`config.mk`:
```
export PLATFORM = sky130hd
export DESIGN_NAME = alu_scan_ctrl
export DESIGN_NICKNAME = d
export VERILOG_FILES = /design/src/rtl/alu_scan_ctrl.sv
export SDC_FILE = /design/constraint.sdc
export NUM_CORES = 1
export LEC_CHECK = 0
export CAP_MARGIN = 5
export CORE_ASPECT_RATIO = 2
export CORE_UTILIZATION = 47
export DETAILED_ROUTE_END_ITERATION = 8
export HOLD_SLACK_MARGIN = 0.08
export PLACE_DENSITY = 0.75
export SKIP_LAST_GASP = 1
export SLEW_MARGIN = 20
export SYNTH_ARGS = -nofsm -noshare
export SYNTH_HDL_FRONTEND = slang
export SYNTH_SLANG_ARGS = --single-unit
```
`constraint.sdc`:
```
create_clock -name clk_in -period 2.2 [get_ports clk_in]
set_clock_uncertainty 0.15 [all_clocks]
set_input_delay 0.44 -clock clk_in [delete_from_list [all_inputs] [get_ports clk_in]]
set_output_delay 0.44 -clock clk_in [all_outputs]
set_load 0.005 [all_outputs]
```
`src/rtl/alu_scan_ctrl.sv`:
```
`default_nettype none
// ============================================================================
//  Module      : alu_scan_ctrl
//  Description : Steps the ALU through opcodes 0..7 on one latched operand
//                pair. For each opcode it issues a single-cycle request, waits
//                (bounded) for the acknowledge, and then holds {opcode, result}
//                on the seven-segment display for DWELL cycles. A missing
//                acknowledge sets a sticky error flag and displays 6'b100000.
//  Ports       : clk_in, reset_n        - clock, async active-low reset
//                start, auto, hold      - scan control (start / loop / pause)
//                a_in, b_in             - operands, latched on accepted start
//                alu_ack, alu_result    - ALU handshake and result
//                alu_op, alu_a, alu_b,
//                alu_req                - ALU request side
//                disp_result, disp_opcodesel,
//                disp_blank             - display side
//                busy, done, err        - status
//  Revision    : 1.0 - initial release
// ============================================================================
module alu_scan_ctrl #(
    parameter int DWELL   = 25_000_000,
    parameter int TIMEOUT = 15
) (
    input  logic       clk_in,
    input  logic       reset_n,
    input  logic       start,
    input  logic       auto,
    input  logic       hold,
    input  logic [5:0] a_in,
    input  logic [5:0] b_in,
    input  logic       alu_ack,
    input  logic [5:0] alu_result,
    output logic [2:0] alu_op,
    output logic [5:0] alu_a,
    output logic [5:0] alu_b,
    output logic       alu_req,
    output logic [5:0] disp_result,
    output logic [2:0] disp_opcodesel,
    output logic       disp_blank,
    output logic       busy,
    output logic       done,
    output logic       err
);

    localparam int DW = (DWELL > 1) ? $clog2(DWELL) : 1;
    localparam int WW = $clog2(TIMEOUT + 1);

    localparam logic [DW-1:0] C_DWELL_LAST = DW'(DWELL - 1);
    localparam logic [WW-1:0] C_WAIT_LAST  = WW'(TIMEOUT - 1);
    localparam logic [5:0]    C_ERR_CODE   = 6'b100000;

    typedef enum logic [1:0] {
        IDLE  = 2'd0,
        ISSUE = 2'd1,
        WAIT  = 2'd2,
        SHOW  = 2'd3
    } state_t;

    state_t        state_q, state_d;
    logic [2:0]    op_q, op_d;
    logic [5:0]    a_q, a_d, b_q, b_d;
    logic          req_q, req_d;
    logic [5:0]    res_q, res_d;
    logic [2:0]    osel_q, osel_d;
    logic          blank_q, blank_d;
    logic          busy_q, busy_d;
    logic          done_q, done_d;
    logic          err_q, err_d;
    logic [WW-1:0] wcnt_q, wcnt_d;
    logic [DW-1:0] dcnt_q, dcnt_d;

    always_comb begin
        state_d = state_q;
        op_d    = op_q;
        a_d     = a_q;
        b_d     = b_q;
        req_d   = 1'b0;
        res_d   = res_q;
        osel_d  = osel_q;
        blank_d = blank_q;
        done_d  = 1'b0;
        err_d   = err_q;
        wcnt_d  = wcnt_q;
        dcnt_d  = dcnt_q;

        case (state_q)
            IDLE: begin
                if (start) begin
                    a_d     = a_in;
                    b_d     = b_in;
                    op_d    = 3'd0;
                    err_d   = 1'b0;
                    // The request is raised on the transition so that it is
                    // high for exactly the ISSUE cycle.
                    req_d   = 1'b1;
                    state_d = ISSUE;
                end
            end
            ISSUE: begin
                wcnt_d  = '0;
                state_d = WAIT;
            end
            WAIT: begin
                if (alu_ack) begin
                    res_d   = alu_result;
                    osel_d  = op_q;
                    blank_d = 1'b0;
                    dcnt_d  = '0;
                    state_d = SHOW;
                end else if (wcnt_q == C_WAIT_LAST) begin
                    err_d   = 1'b1;
                    res_d   = C_ERR_CODE;
                    osel_d  = op_q;
                    blank_d = 1'b0;
                    dcnt_d  = '0;
                    state_d = SHOW;
                end else begin
                    wcnt_d  = wcnt_q + 1'b1;
                end
            end
            SHOW: begin
                if (!hold) begin
                    if (dcnt_q == C_DWELL_LAST) begin
                        if (op_q != 3'd7) begin
                            op_d    = op_q + 3'd1;
                            req_d   = 1'b1;
                            state_d = ISSUE;
                        end else if (auto) begin
                            op_d    = 3'd0;
                            req_d   = 1'b1;
                            state_d = ISSUE;
                        end else begin
                            done_d  = 1'b1;
                            state_d = IDLE;
                        end
                    end else begin
                        dcnt_d = dcnt_q + 1'b1;
                    end
                end
            end
            default: state_d = IDLE;
        endcase

        busy_d = (state_d != IDLE);
    end

    always_ff @(posedge clk_in or negedge reset_n) begin
        if (!reset_n) begin
            state_q <= IDLE;
            op_q    <= '0;
            a_q     <= '0;
            b_q     <= '0;
            req_q   <= 1'b0;
            res_q   <= '0;
            osel_q  <= '0;
            blank_q <= 1'b1;
            busy_q  <= 1'b0;
            done_q  <= 1'b0;
            err_q   <= 1'b0;
            wcnt_q  <= '0;
            dcnt_q  <= '0;
        end else begin
            state_q <= state_d;
            op_q    <= op_d;
            a_q     <= a_d;
            b_q     <= b_d;
            req_q   <= req_d;
            res_q   <= res_d;
            osel_q  <= osel_d;
            blank_q <= blank_d;
            busy_q  <= busy_d;
            done_q  <= done_d;
            err_q   <= err_d;
            wcnt_q  <= wcnt_d;
            dcnt_q  <= dcnt_d;
        end
    end

    assign alu_op         = op_q;
    assign alu_a          = a_q;
    assign alu_b          = b_q;
    assign alu_req        = req_q;
    assign disp_result    = res_q;
    assign disp_opcodesel = osel_q;
    assign disp_blank     = blank_q;
    assign busy           = busy_q;
    assign done           = done_q;
    assign err            = err_q;

endmodule
`default_nettype wire

```
# Word-level counts from Yosys, hierarchy flattened

Index checks and enable logic that the tools add are counted.

Bits in registers: 60
Input bits: 24
Output and inout port bits: 29
Logic and storage cells: 87

$add $sub $neg: 3
Equal/unequal tests: 15
Multiplexer cells: 43
Reductions and logical operators: 13

Operator list:

| operator                                                        | number |
|---|---|
| 25-bit two-way mux                                              | 4 |
| 25-bit case mux with 2 select lines                             | 1 |
| 25-bit by 1-bit adder with 25-bit output, second input constant | 1 |
| 25-bit equality test, second input constant                     | 1 |
| 3-bit two-way mux                                               | 7 |
| 1-bit two-way mux                                               | 17 |
| 2-bit != test, second input constant                            | 7 |
| 6-bit two-way mux                                               | 2 |
| 2-bit nonzero test                                              | 6 |
| 2-bit two-way mux                                               | 5 |
| 3-bit != test, second input constant                            | 3 |
| 4-bit two-way mux                                               | 2 |
| 2-bit case mux with 4 select lines                              | 1 |
| 4-bit case mux with 2 select lines                              | 1 |
| 4-bit AND reduction                                             | 2 |
| 3-bit case mux with 2 select lines                              | 1 |
| 5-bit AND reduction                                             | 1 |
| 4-bit by 1-bit adder with 4-bit output, second input constant   | 1 |
| 2-bit equality test, second input constant                      | 2 |
| 4-bit equality test, second input constant                      | 1 |
| 1-bit case mux with 2 select lines                              | 2 |
| 2-bit AND reduction                                             | 2 |
| 3-bit by 1-bit adder with 3-bit output, second input constant   | 1 |
| 3-bit AND reduction                                             | 1 |
| other kinds (2)                                                 | 2 |

# Logic depth before layout (Yosys ltp)

Word-level depth: 6
Mapped depth: 8
Mapped depth without buffers: 8

# Worst setup path before layout

OpenSTA, ideal clock, no wires.

Path kind: register to register
Start: reg dcnt_q[0]
End: reg op_q[2] (netlist: alu_op[2])
Setup time: 0.137 ns
Arrival time: 2.110 ns
Required time: 1.913 ns
Setup slack: -0.197 ns
Cell stages (with the launch flop): 9
Buffers on the path: 1
Clock period less this slack: 2.397 ns
Path through: dfrtp_1 ha_1 nand3_2 or4_4 or2_1 buf_6 o311a_1 a41oi_2 o221ai_2

Longest elaborated chain between the ends: 3

Ends and longest elaborated chain:

| element                              | RTL line | RTL |
|---|---|---|
| start: declaration                   | 70       | `logic [DW-1:0] dcnt_q, dcnt_d;` |
| start signal: assignment             | 175      | `dcnt_q <= dcnt_d;` |
| 25-bit equality test                 | 123      | `if (dcnt_q == C_DWELL_LAST) begin` |
| 2-bit != test (no source line)       | -        |  |
| 5-bit AND reduction (no source line) | -        |  |
| end signal: assignment               | 164      | `op_q <= op_d;` |
| end: declaration                     | 60       | `logic [2:0] op_q, op_d;` |

No other way between the ends.
A chain may end at the register's enable or synchronous reset.

# Final worst setup path

Start: reg dcnt_q[1]
End: reg op_q[2] (netlist: alu_op[2])

Same word-level chain as after synthesis.

==> reports/qor.txt <==
======================================================================================
Fraction of the mapped netlist area in simple logic gates                        0.226
Max transition margin                                                            0.744
Placed cells                                                                       462
Slew at the pin closest to its max-slew limit                                 0.379 ns
Launch point of the worst reg-to-reg path                                    dcnt_q[1]
Register-to-Register Setup Slack                                               -0.1 ns
Worst hold path cell count                                                           1
Total vias in the final route                                                     2625
Layout Utilization                                                               0.692
Classification of the worst setup path                                         reg2reg
Compound-Gate Fraction of Synth Area                                             0.100
Vias in the first global route                                                    2654
Clock slew at the register clock pins of the worst setup and hold paths        0.05 ns
Final instance area                                                       0.00433 sq mm
Number of synthesized register bits                                                 60
Worst Path Arrival                                                             2.36 ns
Mux share of post-synthesis cell area                                           0.0722
Total power after layout                                                       4.13 mW
Area of the core region                                                   0.00626 sq mm
Power density cells                                                        952 mW/mm^2
Setup-violating endpoint count in the final report                                   4
Critical path startpoint category                                             register
Synthesis-to-finish area growth                                                  43.7%
Overflow left after global routing                                                   0
Via count normalized by instance count                                            5.43
Half-perimeter wire length of the detailed placement result                    5.31 mm
Number of cells in the finished layout apart from fillers                          483
Synth top area share                                                             0.490
Final period demand of the worst path                                          2.30 ns
Area taken by multi-input logic gates                                     0.00151 sq mm
Maximum single-stage delay on the critical path                                0.50 ns
Max-cap violations                                                                   0
PnR worst setup slack                                                       -0.0990 ns
Remaining number of nets flagged by the antenna check after routing                  0
Worst hold-check path type                                                     reg2reg
Pre-Repair DR Iteration Count                                                        4
Fraction of synthesized cell area in xor and xnor cells                         0.0407
First-pass GRT wire length                                                     12.0 mm
Critical Path End Type                                                        register
Proportion of layout cells with a drive suffix above 1                           0.262
Maximum clock rate                                                             435 MHz
Post-synth net total                                                               323
Placed Area                                                               0.00394 sq mm
Routability-driven placement congestion ratio                                    0.902
Leakage                                                                        1.90 nW
Commonest non-fill, non-tap cell in the layout                            sky130_fd_sc_hd__dfrtp_1
Worst setup path startpoint                                                  dcnt_q[1]
Port-buffer cells                                                                   52
Max stage delay cell, worst path                                          sky130_fd_sc_hd__or4_4
Post-synth ARST share                                                             1.00
Highest layer used for signal routing                                             met4
Biggest area contributors in the synthesized netlist                      sky130_fd_sc_hd__dfrtp_1 (49%), sky130_fd_sc_hd__mux2_2 (5.2%), sky130_fd_sc_hd__ha_1 (3.7%)
Number of nets at the end of the flow                                              425
Critical R2R Capture                                                         alu_op[2]
Total length of routed met3 wires                                               275 um
Failing checks                                                            setup timing
Endpoint required time on the critical path                                    2.26 ns
Pins over their slew limit                                                           0
Largest area contributor in the netlist                                   sky130_fd_sc_hd__dfrtp_1
Site Rows                                                                           41
Number of diodes                                                                     0
Width of the chip                                                              58.6 um
GRT Overall Usage                                                                0.244
Synthesized instance count                                                         290
TritonCTS clock tree                                                               yes
Number of H-tree levels                                                              3
Layout fillers                                                                     483
DRC                                                                                  0
Number of unique standard cell types used by synthesis                              53
Final Hold Viols                                                                     0
Vertical die dimension                                                          115 um
Wl on met1                                                                     2.66 mm
Commonest non-fill, non-tap cells in the layout                           sky130_fd_sc_hd__dfrtp_1 (59), sky130_fd_sc_hd__clkdlybuf4s50_1 (51), sky130_fd_sc_hd__buf_4 (48), sky130_fd_sc_hd__nand2_1 (28), sky130_fd_sc_hd__nor2_1 (26)
TritonCTS buffer count                                                               9
Critical path fanouts, max                                                           5
Clock net sink count                                                                60
Antenna violations before repair                                                     0
Synth Area per Inst                                                         10.4 sq um
Area of the mapped netlist                                                0.00302 sq mm
Clock tree buffer depth                                                              2
Outcome                                                                   complete, but fails checks
Post-synth top flop                                                       sky130_fd_sc_hd__dfrtp_1
Area occupied by registers                                                0.00150 sq mm
Die Outline Area                                                          0.00676 sq mm
Ratio of final minimum period to clock period                                     1.05
Worst skew pair latency                                                        0.34 ns
Capture point of the worst path                                              alu_op[2]
Peak supply drop                                                              0.618 mV
WL per Instance                                                                15.5 um
Cell count of the worst reg-to-reg path                                              7
Count of yosys warnings during synthesis                                             0
Total routed wirelength                                                        7.48 mm
Starting utilization of the core area                                            0.482
Count of routing violations after the opening detailed-route iteration              94
Pin count of the biggest net entering global routing                                61
Number of flops mapped to enable cells by yosys                                      0
Detailed route wirelength on metal2                                            4.25 mm
Part of the Yosys area used for sequential elements                              0.498
Main combinational cell family by area after synthesis                    simple AND/OR/NAND/NOR gates
Root buf cell                                                             sky130_fd_sc_hd__clkbuf_16
Cells along the critical path                                             ha_4, nand3_4, or4_4, or2_4, o311a_1, a41oi_2, o221ai_2
I/O pin count                                                                       53
Area share of fa/ha/maj cells after synthesis                                   0.0373
Accumulated negative setup slack                                             -0.287 ns
RSZ-0062 raised after global routing                                               yes
======================================================================================
[critical path: cells and delay by family (launching register included)]
family / cells / cell delay [ns]
fa+ha+maj: 1 / 0.16
compound gates: 3 / 0.64
simple gates: 3 / 0.84
flops: 1 / 0.38
[worst min-delay path by stage]
stage | from | endpoint | slack [ns]
floorplan | reset_n | alu_a[0] | -0.006
global placement | reset_n | busy | 0.32
detailed placement | reset_n | busy | 0.32
CTS | disp_blank | disp_blank | 0.34
global route | disp_blank | disp_blank | 0.36
finish | disp_blank | disp_blank | 0.34
[state kept, by name, summed over array words and instances (netlist names)]
name            flops
disp_opcodesel      3
state_q             2
wcnt_q              4
alu_op              3
busy                1
alu_b               6
disp_result         6
alu_a               6
err                 1
alu_req             1
disp_blank          1
dcnt_q             25
done                1
[cells by family after synthesis]
| group | Yosys count |
|---|---|
| xor gates and xnor gates | 14 |
| adders and majority gates | 9 |
| AOI/OAI and AO/OA | 42 |
| and+or+nand+nor | 127 |
| DFF | 60 |
| buffers and inverters | 18 |
| muxes | 20 |
[final cells by class]
class                      count  share of cell area
sequential                    60               0.347
timing repair buffer         102               0.209
multi-input combinational    212               0.349
clock buffer                  10              0.0552
tap                           86              0.0248
inverter                       7             0.00607
clock inverter                 6             0.00924
[synth_stat cells (6+ instances only)]
cell type,n
sky130_fd_sc_hd__a21oi_1,8
sky130_fd_sc_hd__a22o_1,7
sky130_fd_sc_hd__clkbuf_1,9
sky130_fd_sc_hd__dfrtp_1,59
sky130_fd_sc_hd__ha_1,9
sky130_fd_sc_hd__inv_1,7
sky130_fd_sc_hd__mux2_2,14
sky130_fd_sc_hd__mux2i_1,6
sky130_fd_sc_hd__nand2_1,29
sky130_fd_sc_hd__nand3_1,13
sky130_fd_sc_hd__nand4_1,6
sky130_fd_sc_hd__nor2_1,27
sky130_fd_sc_hd__nor3_1,13
sky130_fd_sc_hd__o21ai_0,9
sky130_fd_sc_hd__xnor2_1,11
[per-stage QoR]
step | hold WS (ns) | worst slack [ns]
after floorplan | -0.00559 | -0.183
final | 0.341 | -0.0990
after global routing | 0.360 | -0.198
after CTS | 0.343 | -0.125
after detailed placement | 0.318 | -0.173
after global placement | 0.316 | -0.119
[routing by layer]
layer | global-route usage | vias up
met5 | 0 | -
met4 | 0.152 | 0
met3 | 0.0731 | 26
met2 | 0.437 | 59
met1 | 0.237 | 1285
li1 | - | 1255
[report_power, final]
group          internal [mW]  switching [mW]
logic                  0.764           0.583
registers               1.34           0.142
clock network          0.788           0.505
total                   2.90            1.23
[timing repair]
action                                  in CTS  in global routing
hold buffers                                 1                  0
endpoints found under the setup margin       6                 27
buffers inserted                             2                  4
gates resized for setup                      7                  9
hold endpoints to repair                    59                  0
pin swaps                                    2                  4
(Power assumes the default switching activity.)
